$ cat config.mk
export PLATFORM = sky130hd
export DESIGN_NAME = oled_spi_tx
export DESIGN_NICKNAME = d
export VERILOG_FILES = /design/src/rtl/oled_pkg.sv /design/src/rtl/sync_fifo.sv /design/src/rtl/oled_spi_tx.sv
export SDC_FILE = /design/constraint.sdc
export NUM_CORES = 1
export LEC_CHECK = 0
export ABC_AREA = 1
export CAP_MARGIN = 20
export CORE_MARGIN = 4
export CORE_UTILIZATION = 45
export DETAILED_ROUTE_END_ITERATION = 12
export PLACE_DENSITY_LB_ADDON = 0.3
export SLEW_MARGIN = 10
export SYNTH_ARGS = -nofsm -noshare
export SYNTH_HDL_FRONTEND = slang
export SYNTH_SLANG_ARGS = --single-unit
$ cat constraint.sdc
create_clock -name clk -period 2.82 [get_ports clk]
set_input_delay 0.564 -clock clk [delete_from_list [all_inputs] [get_ports clk]]
set_output_delay 0.564 -clock clk [all_outputs]
set_load 0.05 [all_outputs]
$ cat src/rtl/oled_pkg.sv
// Shared types for the OLED SPI byte transmitter: FSM states and the queued {dc,data} entry.
// No logic here; one tagged byte per FIFO entry.
package oled_pkg;

    localparam int SPI_BITS = 8;

    typedef enum logic [2:0] {
        IDLE,
        SETUP,
        SHIFT_LO,
        SHIFT_HI,
        DCGAP,
        HOLD
    } spi_state_t;

    typedef struct packed {
        logic                dc;
        logic [SPI_BITS-1:0] data;
    } spi_entry_t;

    localparam int ENTRY_W = $bits(spi_entry_t);

endpackage

$ cat src/rtl/sync_fifo.sv
// Show-ahead synchronous FIFO, count-based full/empty; rd_dat valid whenever !empty.
// Push ignored when full and pop ignored when empty; no pass-through.
module sync_fifo #(
    parameter int WIDTH = 9,
    parameter int DEPTH = 4
) (
    input  logic                     clk,
    input  logic                     reset,
    input  logic                     push,
    input  logic                     pop,
    input  logic [WIDTH-1:0]         wr_dat,
    output logic [WIDTH-1:0]         rd_dat,
    output logic                     full,
    output logic                     empty,
    output logic [$clog2(DEPTH):0]   count
);
    localparam int AW = $clog2(DEPTH);

    logic [WIDTH-1:0] mem [DEPTH];
    logic [AW-1:0]    wr_ptr;
    logic [AW-1:0]    rd_ptr;
    logic             do_push;
    logic             do_pop;

    assign full    = (count == (AW+1)'(DEPTH));
    assign empty   = (count == '0);
    assign do_push = push && !full;
    assign do_pop  = pop && !empty;
    assign rd_dat  = mem[rd_ptr];

    always_ff @(posedge clk) begin
        if (do_push) mem[wr_ptr] <= wr_dat;
    end

    // Pointers wrap naturally because DEPTH is a power of two.
    always_ff @(posedge clk or posedge reset) begin
        if (reset) begin
            wr_ptr <= '0;
            rd_ptr <= '0;
            count  <= '0;
        end else begin
            if (do_push) wr_ptr <= wr_ptr + 1'b1;
            if (do_pop)  rd_ptr <= rd_ptr + 1'b1;
            case ({do_push, do_pop})
                2'b10:   count <= count + 1'b1;
                2'b01:   count <= count - 1'b1;
                default: count <= count;
            endcase
        end
    end

endmodule

$ cat src/rtl/oled_spi_tx.sv
// Buffered SPI mode-3 byte transmitter for the PMOD OLED; MSB first, CS and D/C handled automatically.
// Frame starts one clk after the FIFO goes non-empty; in_ready = !full, so upstream stalls only when the FIFO is full.
module oled_spi_tx
    import oled_pkg::*;
#(
    parameter int CLKDIV     = 1,
    parameter int FIFO_DEPTH = 4
) (
    input  logic                          clk,
    input  logic                          reset,
    input  logic                          in_valid,
    output logic                          in_ready,
    input  logic [7:0]                    in_data,
    input  logic                          in_dc,
    output logic                          spi_cs_n,
    output logic                          spi_sclk,
    output logic                          spi_sdin,
    output logic                          spi_dc,
    output logic                          busy,
    output logic [$clog2(FIFO_DEPTH):0]   level
);
    localparam logic [2:0] BIT_LAST = 3'(SPI_BITS - 1);

    spi_state_t state, state_nxt;
    spi_entry_t fifo_wr, fifo_rd;
    logic       fifo_full, fifo_empty, pop, next_bit, phase_done;
    logic [7:0] phase;
    logic [2:0] bit_cnt;
    logic [7:0] shreg;

    assign fifo_wr    = '{dc: in_dc, data: in_data};
    assign in_ready   = !fifo_full;
    assign busy       = (state != IDLE) || !fifo_empty;
    assign phase_done = (phase == 8'(CLKDIV - 1));

    sync_fifo #(.WIDTH(ENTRY_W), .DEPTH(FIFO_DEPTH)) u_fifo (
        .clk    (clk),
        .reset  (reset),
        .push   (in_valid),
        .pop    (pop),
        .wr_dat (fifo_wr),
        .rd_dat (fifo_rd),
        .full   (fifo_full),
        .empty  (fifo_empty),
        .count  (level)
    );

    always_comb begin
        state_nxt = state;
        pop       = 1'b0;
        case (state)
            IDLE: if (!fifo_empty) begin
                pop       = 1'b1;
                state_nxt = SETUP;
            end
            SETUP:    if (phase_done) state_nxt = SHIFT_LO;
            SHIFT_LO: if (phase_done) state_nxt = SHIFT_HI;
            SHIFT_HI: if (phase_done) begin
                if (bit_cnt != 3'd0) begin
                    state_nxt = SHIFT_LO;
                end else if (!fifo_empty) begin
                    // Back-to-back byte: only a D/C change costs a gap cycle.
                    pop       = 1'b1;
                    state_nxt = (fifo_rd.dc == spi_dc) ? SHIFT_LO : DCGAP;
                end else begin
                    state_nxt = HOLD;
                end
            end
            DCGAP:    if (phase_done) state_nxt = SHIFT_LO;
            HOLD:     if (phase_done) state_nxt = IDLE;
            default:  state_nxt = IDLE;
        endcase
    end

    // Bit presented on entry to SHIFT_LO: a freshly popped byte, the bit after a shift, or the loaded MSB.
    always_comb begin
        next_bit = shreg[7];
        if (pop)                    next_bit = fifo_rd.data[7];
        else if (state == SHIFT_HI) next_bit = shreg[6];
    end

    always_ff @(posedge clk or posedge reset) begin
        if (reset) begin
            state    <= IDLE;
            phase    <= '0;
            bit_cnt  <= '0;
            shreg    <= '0;
            spi_cs_n <= 1'b1;
            spi_sclk <= 1'b1;
            spi_sdin <= 1'b0;
            spi_dc   <= 1'b0;
        end else begin
            state <= state_nxt;
            phase <= (state_nxt != state || state == IDLE) ? 8'd0 : phase + 1'b1;
            if (pop) begin
                shreg   <= fifo_rd.data;
                bit_cnt <= BIT_LAST;
                spi_dc  <= fifo_rd.dc;
            end else if (state == SHIFT_HI && phase_done && bit_cnt != 3'd0) begin
                shreg   <= shreg << 1;
                bit_cnt <= bit_cnt - 1'b1;
            end
            spi_cs_n <= (state_nxt == IDLE);
            spi_sclk <= (state_nxt != SHIFT_LO);
            if (state_nxt == SHIFT_LO && state != SHIFT_LO) spi_sdin <= next_bit;
            else if (state_nxt == IDLE)                      spi_sdin <= 1'b0;
        end
    end

endmodule

* After elaboration in Yosys (flattened, before gate mapping)
Memory sizes are Yosys's and may differ from the RTL's.
Cells that the tools add are included.
W data, S select, Z words.
** Cells by class
- Add/subtract/negate cells :: 6
- Eq/ne operators :: 13
- Mux-type cells :: 25
- Reduce and logical (&&, ||, !) cells :: 19
** Operators by type and width (count)
- $mux W3 :: 10
- $mux W8 :: 3
- $pmux W3 S5 :: 1
- $eq A3 B2 Y1 const B :: 3
- $eq A3 B3 Y1 const B :: 3
- $logic_not A3 Y1 :: 3
- $mux W1 :: 9
- $add A8 B1 Y8 const B :: 1
- $logic_not A8 Y1 :: 1
- $ne A3 B2 Y1 const B :: 2
- $pmux W3 S2 :: 1
- $reduce_bool A2 Y1 :: 3
- $reduce_bool A3 Y1 :: 2
- $sub A3 B1 Y3 const B :: 2
- $logic_and A1 B1 Y1 :: 5
- $add A2 B1 Y2 const B :: 2
- $add A3 B1 Y3 const B :: 1
- $eq A3 B1 Y1 const B :: 1
- $ne A3 B3 Y1 :: 1
- $eq A2 B1 Y1 const B :: 1
- $eq A2 B2 Y1 const B :: 1
- $logic_not A1 Y1 :: 2
- $logic_or A1 B1 Y1 :: 2
- $pmux W1 S2 :: 1
- other kinds (2) :: 2
** Storage, ports and cells
- Bits in registers :: 33
- RAM bits :: 36
- Input port bits :: 12
- Output and inout bits :: 9
- Word-level logic and storage cells :: 75
- Memories kept :: 1
** Memory list
- u_fifo.mem :: depth 4, bits a word 9, rd ports 1, clocked after memory_dff 0, write ports 1, RTL line sync_fifo.sv:19 : logic [WIDTH-1:0] mem [DEPTH];

* Longest topological paths before layout
Gate-level depths: netlist (run 1).
An unclocked memory read counts as a cell.
- Word-level depth :: 10
- Gate-level depth with buffers :: 13

* Hierarchy
From an unflattened synthesis (run 1), not the netlist that was laid out.
** Unflattened totals
- Cells, all modules :: 341
- Area, all modules :: 3490.8 um^2
** Modules (own cells, without submodules)
- sync_fifo :: times used 1, cells an instance 166, area each 1889.3 um^2, sequential area each 1256.2 um^2
- oled_spi_tx :: times used 1, cells an instance 175, area each 1601.5 um^2, sequential area each 653.1 um^2

* Least setup slack after synthesis (run 1)
No wires, ideal clock.
- Kind :: reg2reg
- From :: register u_fifo.count[2]
- To :: register u_fifo.count[2]
- Setup time :: 145 ps
- Data arrival time :: 2586 ps
- Data required time :: 2675 ps
- Slack :: 90 ps
- Stages on the path, launching flop included :: 9
- Clock period less this slack :: 2730 ps
- Path through :: dfrtp_1 nand3_1 nand2_1 ha_1 inv_1 fa_1 a21oi_1 o21ai_0 xnor2_1
** RTL lines
- start: declaration :: RTL line sync_fifo.sv:15 : output logic [$clog2(DEPTH):0] count
- start signal: assignment :: RTL line sync_fifo.sv:45 : 2'b10: count <= count + 1'b1;
- start signal: assignment :: RTL line sync_fifo.sv:46 : 2'b01: count <= count - 1'b1;
- start signal: assignment :: RTL line sync_fifo.sv:47 : default: count <= count;
- $eq A3 B3 Y1 * :: RTL line sync_fifo.sv:25 : assign full = (count == (AW+1)'(DEPTH));
- $logic_not A1 Y1 *
- via in_ready :: RTL line oled_spi_tx.sv:12 : output logic in_ready,
- $logic_and A1 B1 Y1 * :: RTL line sync_fifo.sv:27 : assign do_push = push && !full;
- $eq A2 B1 Y1 / $eq A2 B2 Y1 (equally long branches) :: RTL line sync_fifo.sv:44 : case ({do_push, do_pop})
- $pmux W3 S2 / $reduce_bool A2 Y1 (equally long branches)
The timed path passes the listed nets; every way through them passes the cells marked *.
A chain may end at the register's enable or synchronous reset.

* Final worst setup path (run 1)
- From :: register u_fifo.count[2]
- To :: output busy
** Between the ends
- Longest elaborated chain between the ends :: 3
** RTL lines
- $logic_not A3 Y1 :: RTL line sync_fifo.sv:26 : assign empty = (count == '0);
- $logic_not A1 Y1 :: RTL line oled_spi_tx.sv:33 : assign busy = (state != IDLE) || !fifo_empty;
- $logic_or A1 B1 Y1 :: RTL line oled_spi_tx.sv:33
- end: declaration :: RTL line oled_spi_tx.sv:19 : output logic busy,
Every way passes these cells.

==> Flow_metrics.wiki, run 1 <==
{| class="wikitable"
! Metric !! Value
|-
| Number of buffers added by the clock tree synthesis step || 9
|-
| Vias in the first global route || 2201
|-
| Number of clock sinks seen by CTS || 69
|-
| Register share of total power || 0.354
|-
| Global placer's final weighted congestion || 0.839
|-
| Maximum single-stage delay on the critical path || 0.72 ns
|-
| Share of cells above drive strength 1 || 0.135
|-
| Pin count of the biggest net entering global routing || 34
|-
| Kind of start point of the critical path || register
|-
| Post-Synthesis Cells || 313
|-
| First-pass GRT wire length || between 9 and 10 mm
|-
| Post-route cell area || 3750 sq um
|-
| Switching share of power || 0.421
|-
| Register-to-register setup slack || 0.40 ns
|-
| Max capacitance violation total || 0
|-
| Slowest CP cell || clkdlybuf4s50_1
|-
| Number of hold-slack violations in the final timing report || 0
|-
| Port Buffers || 20
|-
| Share of synthesized cell area in and, or, nand and nor gates || 0.174
|-
| Worst-case vdd ir drop || 624 uV
|-
| Cell-internal power || 2.51 mW
|-
| Post-Place Cell Area || roughly 3500 sq um
|-
| Ys flop type || edfxtp_1
|-
| RSZ-0062 raised after global routing || no
|-
| RR Startpoint || phase[0]$_DFF_PP0_
|-
| Power per Cell Area || 1150 nW/um^2
|-
| Area Overhead vs Synth || 17.1%
|-
| IO Count || 21
|-
| Setup skew after layout || 0.00635 ns
|-
| Final count of pins violating max slew || 0
|-
| Layout net count || 365
|-
| Initial antenna violation count || 0
|-
| Yosys warning count || 0
|-
| Capture endpoint of the worst hold path || phase[0]$_DFF_PP0_
|-
| Status || finished clean
|-
| Hold Path Stages || 1
|-
| Fraction of synthesized area in multiplexers || 0
|-
| Critical path data required time || 2.26 ns
|-
| Number of vias after detailed routing || 2173
|-
| Vias/cell || 4.89
|-
| Worst min path class || reg -> reg
|-
| Die height || 92.4 um
|-
| Synth area leader || edfxtp_1
|-
| Normalized max-slew margin || 0.663
|-
| Count of placed standard cells including taps || 428
|-
| Total of flip-flops plus latches after synthesis || 69
|-
| Reported net switching power || 1.82 mW
|-
| Fraction of registers with async set or reset after synthesis || 0.478
|-
| Worst path cell trace || nor3_4 > nand3_1 > clkdlybuf4s50_1
|-
| Netlist cell types || 33
|-
| Number of filler cells placed in the layout || 620
|-
| Post-Syn Area per Cell || 10.2 sq um
|-
| Die area || 8530 sq um
|-
| Number of hold-repair buffers added at the cts stage || 0
|-
| DRC Markers || 0
|-
| Sort of element at the end of the critical path || output pin
|-
| Share of Yosys cell area claimed by the top area cell type || 0.337
|-
| Synth top cells by count || nand2_1, inv_1, edfxtp_1
|-
| Routed len/inst || 12.6 um
|-
| Adder-cell share of the synthesized area || 0.0414
|-
| GRT Total Usage || 0.147
|-
| Half-perimeter wire length after detailed placement || 3.87 mm
|-
| Floorplan Core Area || a little under 7000 sq um
|-
| Dominant cell by count in the synthesized netlist || nand2_1
|-
| Postcts setup bufs || 0
|-
| Effective utilization at floorplan || 0.466
|-
| H-tree levels || 3
|-
| Hold path start || phase[0]$_DFF_PP0_
|-
| Worst reg2reg path depth || 12
|-
| Critical path arrival || 1.97 ns
|-
| Clock-pin slew reported for the worst setup and hold paths after clock tree synthesis || 0.08 ns
|-
| Area of the mapped netlist || 3200 sq um
|-
| Fraction of synthesized cell area in xor and xnor cells || 0.0246
|-
| Residual overflow from global routing || 0
|-
| Slew at the pin closest to its max-slew limit || 0.504 ns
|-
| Routed WL || 5.60 mm
|-
| Logic gate share of total power || 0.435
|-
| Clock share of power || 0.211
|-
| Number of placement rows || 30
|-
| Number of setup violations in the final report || 0
|-
| Post-layout minimum cycle time || 2.54 ns
|-
| Post-detailed-route count of antenna-violating nets || 0
|-
| N_diodes || 0
|-
| Post-synthesis compound-gate area fraction || 0.0949
|-
| Die Width || 92.4 um
|-
| Type of the setup path with the least slack || reg -> out
|-
| Number of enable-type register cells in the synthesized netlist || 36
|-
| Maximum clock frequency || slightly below 0.4 GHz
|-
| Dominant combinational cell family by area after synthesis || simple AND/OR/NAND/NOR gates
|-
| Terminus of the critical flop-to-flop path || u_fifo.count[2]$_DFFE_PP0P_
|-
| Root buffer selected by CTS || clkbuf_8
|-
| Count of instances resized after the clock tree is built || 0
|-
| CP max FO || 4
|-
| Leak || 1.56 nW
|-
| Final period util || 0.899
|-
| Clk_lat worst skew || between 0.3 and 0.4 ns
|-
| First-pass iteration count of the detailed router || 4
|-
| Maximum count of clock buffers along a single path || 2
|-
| First-iteration detailed-routing DRC count || 115
|-
| Final std cells w/o fill || between 400 and 500
|-
| Net Count, Synth || 335
|-
| Most area-consuming cells after synthesis || edfxtp_1, dfrtp_1, nand2_1
|-
| Setup TNS || 0 ns
|-
| CTS tree || yes
|-
| Proportion of synthesized chip area in sequential cells || 0.596
|}
-- critical path, delay by kind of cell (launching register included) --
family / cells / cell delay, ns
AND/OR/NAND/NOR: 2 / 0.45
buffers and inverters: 1 / 0.72
flip-flops: 1 / 0.46
-- registers in the layout, summed over array words and instances (netlist names) --
register and flops:
spi_sclk 1, phase 8, shreg 8, spi_dc 1
state 3, u_fifo.count 3, u_fifo.wr_ptr 2, bit_cnt 3
u_fifo.rd_ptr 2, spi_cs_n 1, u_fifo.mem 36, spi_sdin 1
-- final cells by class --
type,count,area [sq um],area share
Clock buffer,9,124,0.0330
Timing Repair Buffer,26,245,0.0654
Multi-Input combinational cell,190,1070,0.286
Clock inverter,7,104,0.0277
Sequential cell,69,1910,0.509
Inverter,47,176,0.0470
Tap cell,96,120,0.0320
-- power groups by stage --
stage,clock [mW],sequential [mW],combinational [mW]
3_3_place_gp,0,1.54,1.85
3_5_place_dp,0,1.55,1.90
2_1_floorplan,0,1.67,1.32
6_report,0.913,1.53,1.89
4_1_cts,0.942,1.53,1.91
5_1_grt,0.982,1.57,2.14
-- cell families (layout without fill, tap and decap cells) --
family	after synthesis	after routing
xor+xnor	9	9
compound gates	57	57
flops	69	69
buf+inv	54	89
simple gates	114	114
fa+ha+maj	10	10
-- worst max path at each step --
| stage | to | depth (start not counted) | from |
|---|---|---|---|
| after floorplan | u_fifo.count[2]$_DFFE_PP0P_ | 8 | u_fifo.count[2]$_DFFE_PP0P_ |
| after global placement | u_fifo.count[2]$_DFFE_PP0P_ | 12 | phase[0]$_DFF_PP0_ |
| after detailed placement | u_fifo.count[2]$_DFFE_PP0P_ | 12 | phase[0]$_DFF_PP0_ |
| after CTS | busy | 3 | u_fifo.count[2]$_DFFE_PP0P_ |
| after global routing | u_fifo.count[2]$_DFFE_PP0P_ | 12 | phase[0]$_DFF_PP0_ |
| final | busy | 3 | u_fifo.count[2]$_DFFE_PP0P_ |
-- placed cells by master (no fill, tap or decap), types with 4 or more instances in the layout --
master / instances
a21oi_1: 10
buf_4: 6
clkbuf_8: 9
clkdlybuf4s50_1: 20
dfrtp_1: 31
edfxtp_1: 36
ha_1: 9
inv_1: 39
inv_2: 8
inv_6: 4
nand2_1: 47
nand3_1: 11
nand4_1: 4
nor2_1: 33
nor2_2: 4
nor3_1: 4
o21ai_0: 31
o21ai_1: 5
o22ai_1: 7
xor2_1: 6
-- per-layer routing --
metal / global-route usage / vias to the layer above / routed length (um)
met2: 0.246 / 30 / 2750
met1: 0.176 / 1040 / 2590
li1: - / 1097 / -
met5: 0 / - / 0
met3: 0.0512 / 6 / 200
met4: 0.0520 / 0 / 65
-- stage by stage --
stage,utilization,hold WS (ns),power (mW),worst slack (ns)
2_1_floorplan,-,0.431,2.99,0.0896
3_3_place_gp,0.513,0.444,3.40,0.514
3_5_place_dp,0.513,0.456,3.45,0.395
4_1_cts,0.546,0.467,4.38,0.248
5_1_grt,0.546,0.494,4.69,0.118
6_report,0.546,0.465,4.33,0.284
Note: power is estimated with default switching activity, not from simulation.
==> run 2, diff against run 1 <==
==> constraint.sdc (replaced) <==
create_clock -name clk -period 2.8 [get_ports clk]
set_input_delay 0.56 -clock clk [delete_from_list [all_inputs] [get_ports clk]]
set_output_delay 0.56 -clock clk [all_outputs]
set_load 0.05 [all_outputs]
==> run 2 against run 1 <==
- clock power fell by 14%
- utilization is 0.56 points lower
- critical path type unchanged
- sequential cell count stayed put
- die area is the same
==> Flow_metrics.wiki, run 2 (synthesized netlist as in run 1, its figures left out) <==
{| class="wikitable"
! Metric !! Value
|-
| Number of clock sinks seen by CTS || 69 (unchanged)
|-
| Commonest cells after routing, fill and taps aside || nand2_1, inv_1, edfxtp_1
|-
| Port Buffers || 20 (unchanged)
|-
| RR Startpoint || phase[0]$_DFF_PP0_
|-
| Critical path data required time || 2.24 ns (-0.02 ns)
|-
| Power per Cell Area || 1130 nW/um^2 (-1.9%)
|-
| Vias/cell || 4.94 (+0.92%)
|-
| IO Count || 21 (unchanged)
|-
| Type of the setup path with the least slack || reg -> out
|-
| First-pass GRT wire length || 9.87 mm (+0.77%)
|-
| Registers with the most flip-flops || u_fifo.mem (36), phase (8), shreg (8)
|-
| Die height || 92.4 um (unchanged)
|-
| Number of vias after detailed routing || 2193 (+0.92%)
|-
| Die Width || 92.4 um (unchanged)
|-
| Root buffer selected by CTS || clkbuf_8
|-
| Vias in the first global route || 2180 (-0.95%)
|-
| Max capacitance violation total || 0 (unchanged)
|-
| Slew at the pin closest to its max-slew limit || 0.515 ns (+0.0113 ns)
|-
| Routed len/inst || 12.7 um (+1.0%)
|-
| Setup TNS || 0 ns (unchanged)
|-
| Final count of pins violating max slew || 0 (unchanged)
|-
| Pin count of the biggest net entering global routing || 34 (unchanged)
|-
| Hold path start || phase[0]$_DFF_PP0_
|-
| Clock-pin slew reported for the worst setup and hold paths after clock tree synthesis || 0.09 ns (about the same)
|-
| Share of cells above drive strength 1 || 0.135 (unchanged)
|-
| Clk_lat worst skew || 0.35 ns (about the same)
|-
| Number of hold-repair buffers added at the cts stage || 0 (unchanged)
|-
| Post-Place Cell Area || 3520 sq um (unchanged)
|-
| DRC Markers || 0 (unchanged)
|-
| Die area || 8530 sq um (unchanged)
|-
| Status || finished clean
|-
| Floorplan Core Area || 6870 sq um (unchanged)
|-
| Leak || 1.54 nW (-1.3%)
|-
| First-iteration detailed-routing DRC count || 80 (-30%)
|-
| Most common cell after layout, fill and taps aside || nand2_1
|-
| First-pass iteration count of the detailed router || 4 (unchanged)
|-
| Global placer's final weighted congestion || 0.826 (-1.6%)
|-
| Worst reg2reg path depth || 12 (unchanged)
|-
| Number of setup violations in the final report || 0 (unchanged)
|-
| GRT Total Usage || 0.148 (+0.00114)
|-
| Count of instances resized after the clock tree is built || 0 (unchanged)
|-
| Normalized max-slew margin || 0.656 (-0.00759)
|-
| Number of placement rows || 30 (unchanged)
|-
| Post-detailed-route count of antenna-violating nets || 0 (unchanged)
|-
| Maximum count of clock buffers along a single path || 2 (unchanged)
|-
| RSZ-0062 raised after global routing || no
|-
| N_diodes || 0 (unchanged)
|-
| H-tree levels || 3 (unchanged)
|-
| Maximum clock frequency || between 0.3 and 0.4 GHz
|-
| Routed WL || 5.66 mm (+1.0%)
|-
| Half-perimeter wire length after detailed placement || 3.87 mm (-0.12%)
|-
| Setup skew after layout || 0.00769 ns (+0.00133 ns)
|-
| Flip-flop count of the largest register, all copies and words added || 36 (unchanged)
|-
| Register with the most flip-flops || u_fifo.mem
|-
| Residual overflow from global routing || 0 (unchanged)
|-
| Final period util || 0.894
|-
| Hold Path Stages || 1 (unchanged)
|-
| Post-route cell area || 3710 sq um (-1.0%)
|-
| Worst-case vdd ir drop || 455 uV (-27%)
|-
| Sort of element at the end of the critical path || output pin
|-
| Effective utilization at floorplan || 0.466 (unchanged)
|-
| Critical path arrival || 1.94 ns (-0.03 ns)
|-
| Layout net count || 365 (unchanged)
|-
| Post-layout minimum cycle time || 2.50 ns
|-
| Worst min path class || reg -> reg
|-
| Initial antenna violation count || 0 (unchanged)
|-
| Capture endpoint of the worst hold path || phase[0]$_DFF_PP0_
|-
| Terminus of the critical flop-to-flop path || u_fifo.count[2]$_DFFE_PP0P_
|-
| Area Overhead vs Synth || 15.9%
|-
| Register-to-register setup slack || 0.42 ns (+0.02 ns)
|-
| Postcts setup bufs || 0 (unchanged)
|-
| CP max FO || 4 (unchanged)
|-
| Number of hold-slack violations in the final timing report || 0 (unchanged)
|-
| Number of buffers added by the clock tree synthesis step || 9 (unchanged)
|-
| CTS tree || yes
|-
| Kind of start point of the critical path || register
|}
run 2: metrics by stage:
| step | setup slack [ns] | power [mW] | std cells | utilization | hold slack, ns |
|---|---|---|---|---|---|
| after floorplan | 0.0696 | 3.02 | 313 | - | 0.431 |
| final | 0.297 | 4.21 | 444 | 0.540 | 0.465 |
| after detailed placement | 0.417 | 3.47 | 428 | 0.513 | 0.451 |
| after global placement | 0.494 | 3.42 | 428 | 0.513 | 0.444 |
| after CTS | 0.264 | 4.25 | 444 | 0.540 | 0.464 |
| after global routing | 0.192 | 4.56 | 444 | 0.540 | 0.491 |
run 2: worst max-delay path by stage:
stage / start / to / depth (start not counted)
2_1_floorplan: u_fifo.count[2]$_DFFE_PP0P_ / u_fifo.count[2]$_DFFE_PP0P_ / 8
3_3_place_gp: phase[0]$_DFF_PP0_ / u_fifo.count[2]$_DFFE_PP0P_ / 12
3_5_place_dp: phase[0]$_DFF_PP0_ / u_fifo.count[2]$_DFFE_PP0P_ / 12
4_1_cts: u_fifo.count[2]$_DFFE_PP0P_ / busy / 3
5_1_grt: u_fifo.count[2]$_DFFE_PP0P_ / busy / 3
6_report: u_fifo.count[2]$_DFFE_PP0P_ / busy / 3
run 2: report_power, final:
group / switching, mW / internal (mW)
logic: 1.25 / 0.628
clock network: 0.439 / 0.344
registers: 0.160 / 1.38
run 2: layout make-up:
class                      count  area [sq um]
tap                           96           120
clock buffer                   9           124
sequential                    69          1910
timing repair buffer          26           245
clock inverter                 7          65.1
inverter                      47           176
multi-input combinational    190          1070
fill                         604          3160
run 2: layer usage:
metal  vias up  share of wire  global-route usage
met4         0          0.017              0.0619
met5         -              0                   0
met2        47           0.48               0.248
met3         8          0.042              0.0471
met1      1045           0.46               0.176
li1       1093              -                   -
run 2: worst max-delay path, cell delays in order, from the launching register on:
cell	delay (ns)
dfrtp_1	0.45
nor3_4	0.31
nand3_1	0.11
clkdlybuf4s50_1	0.73
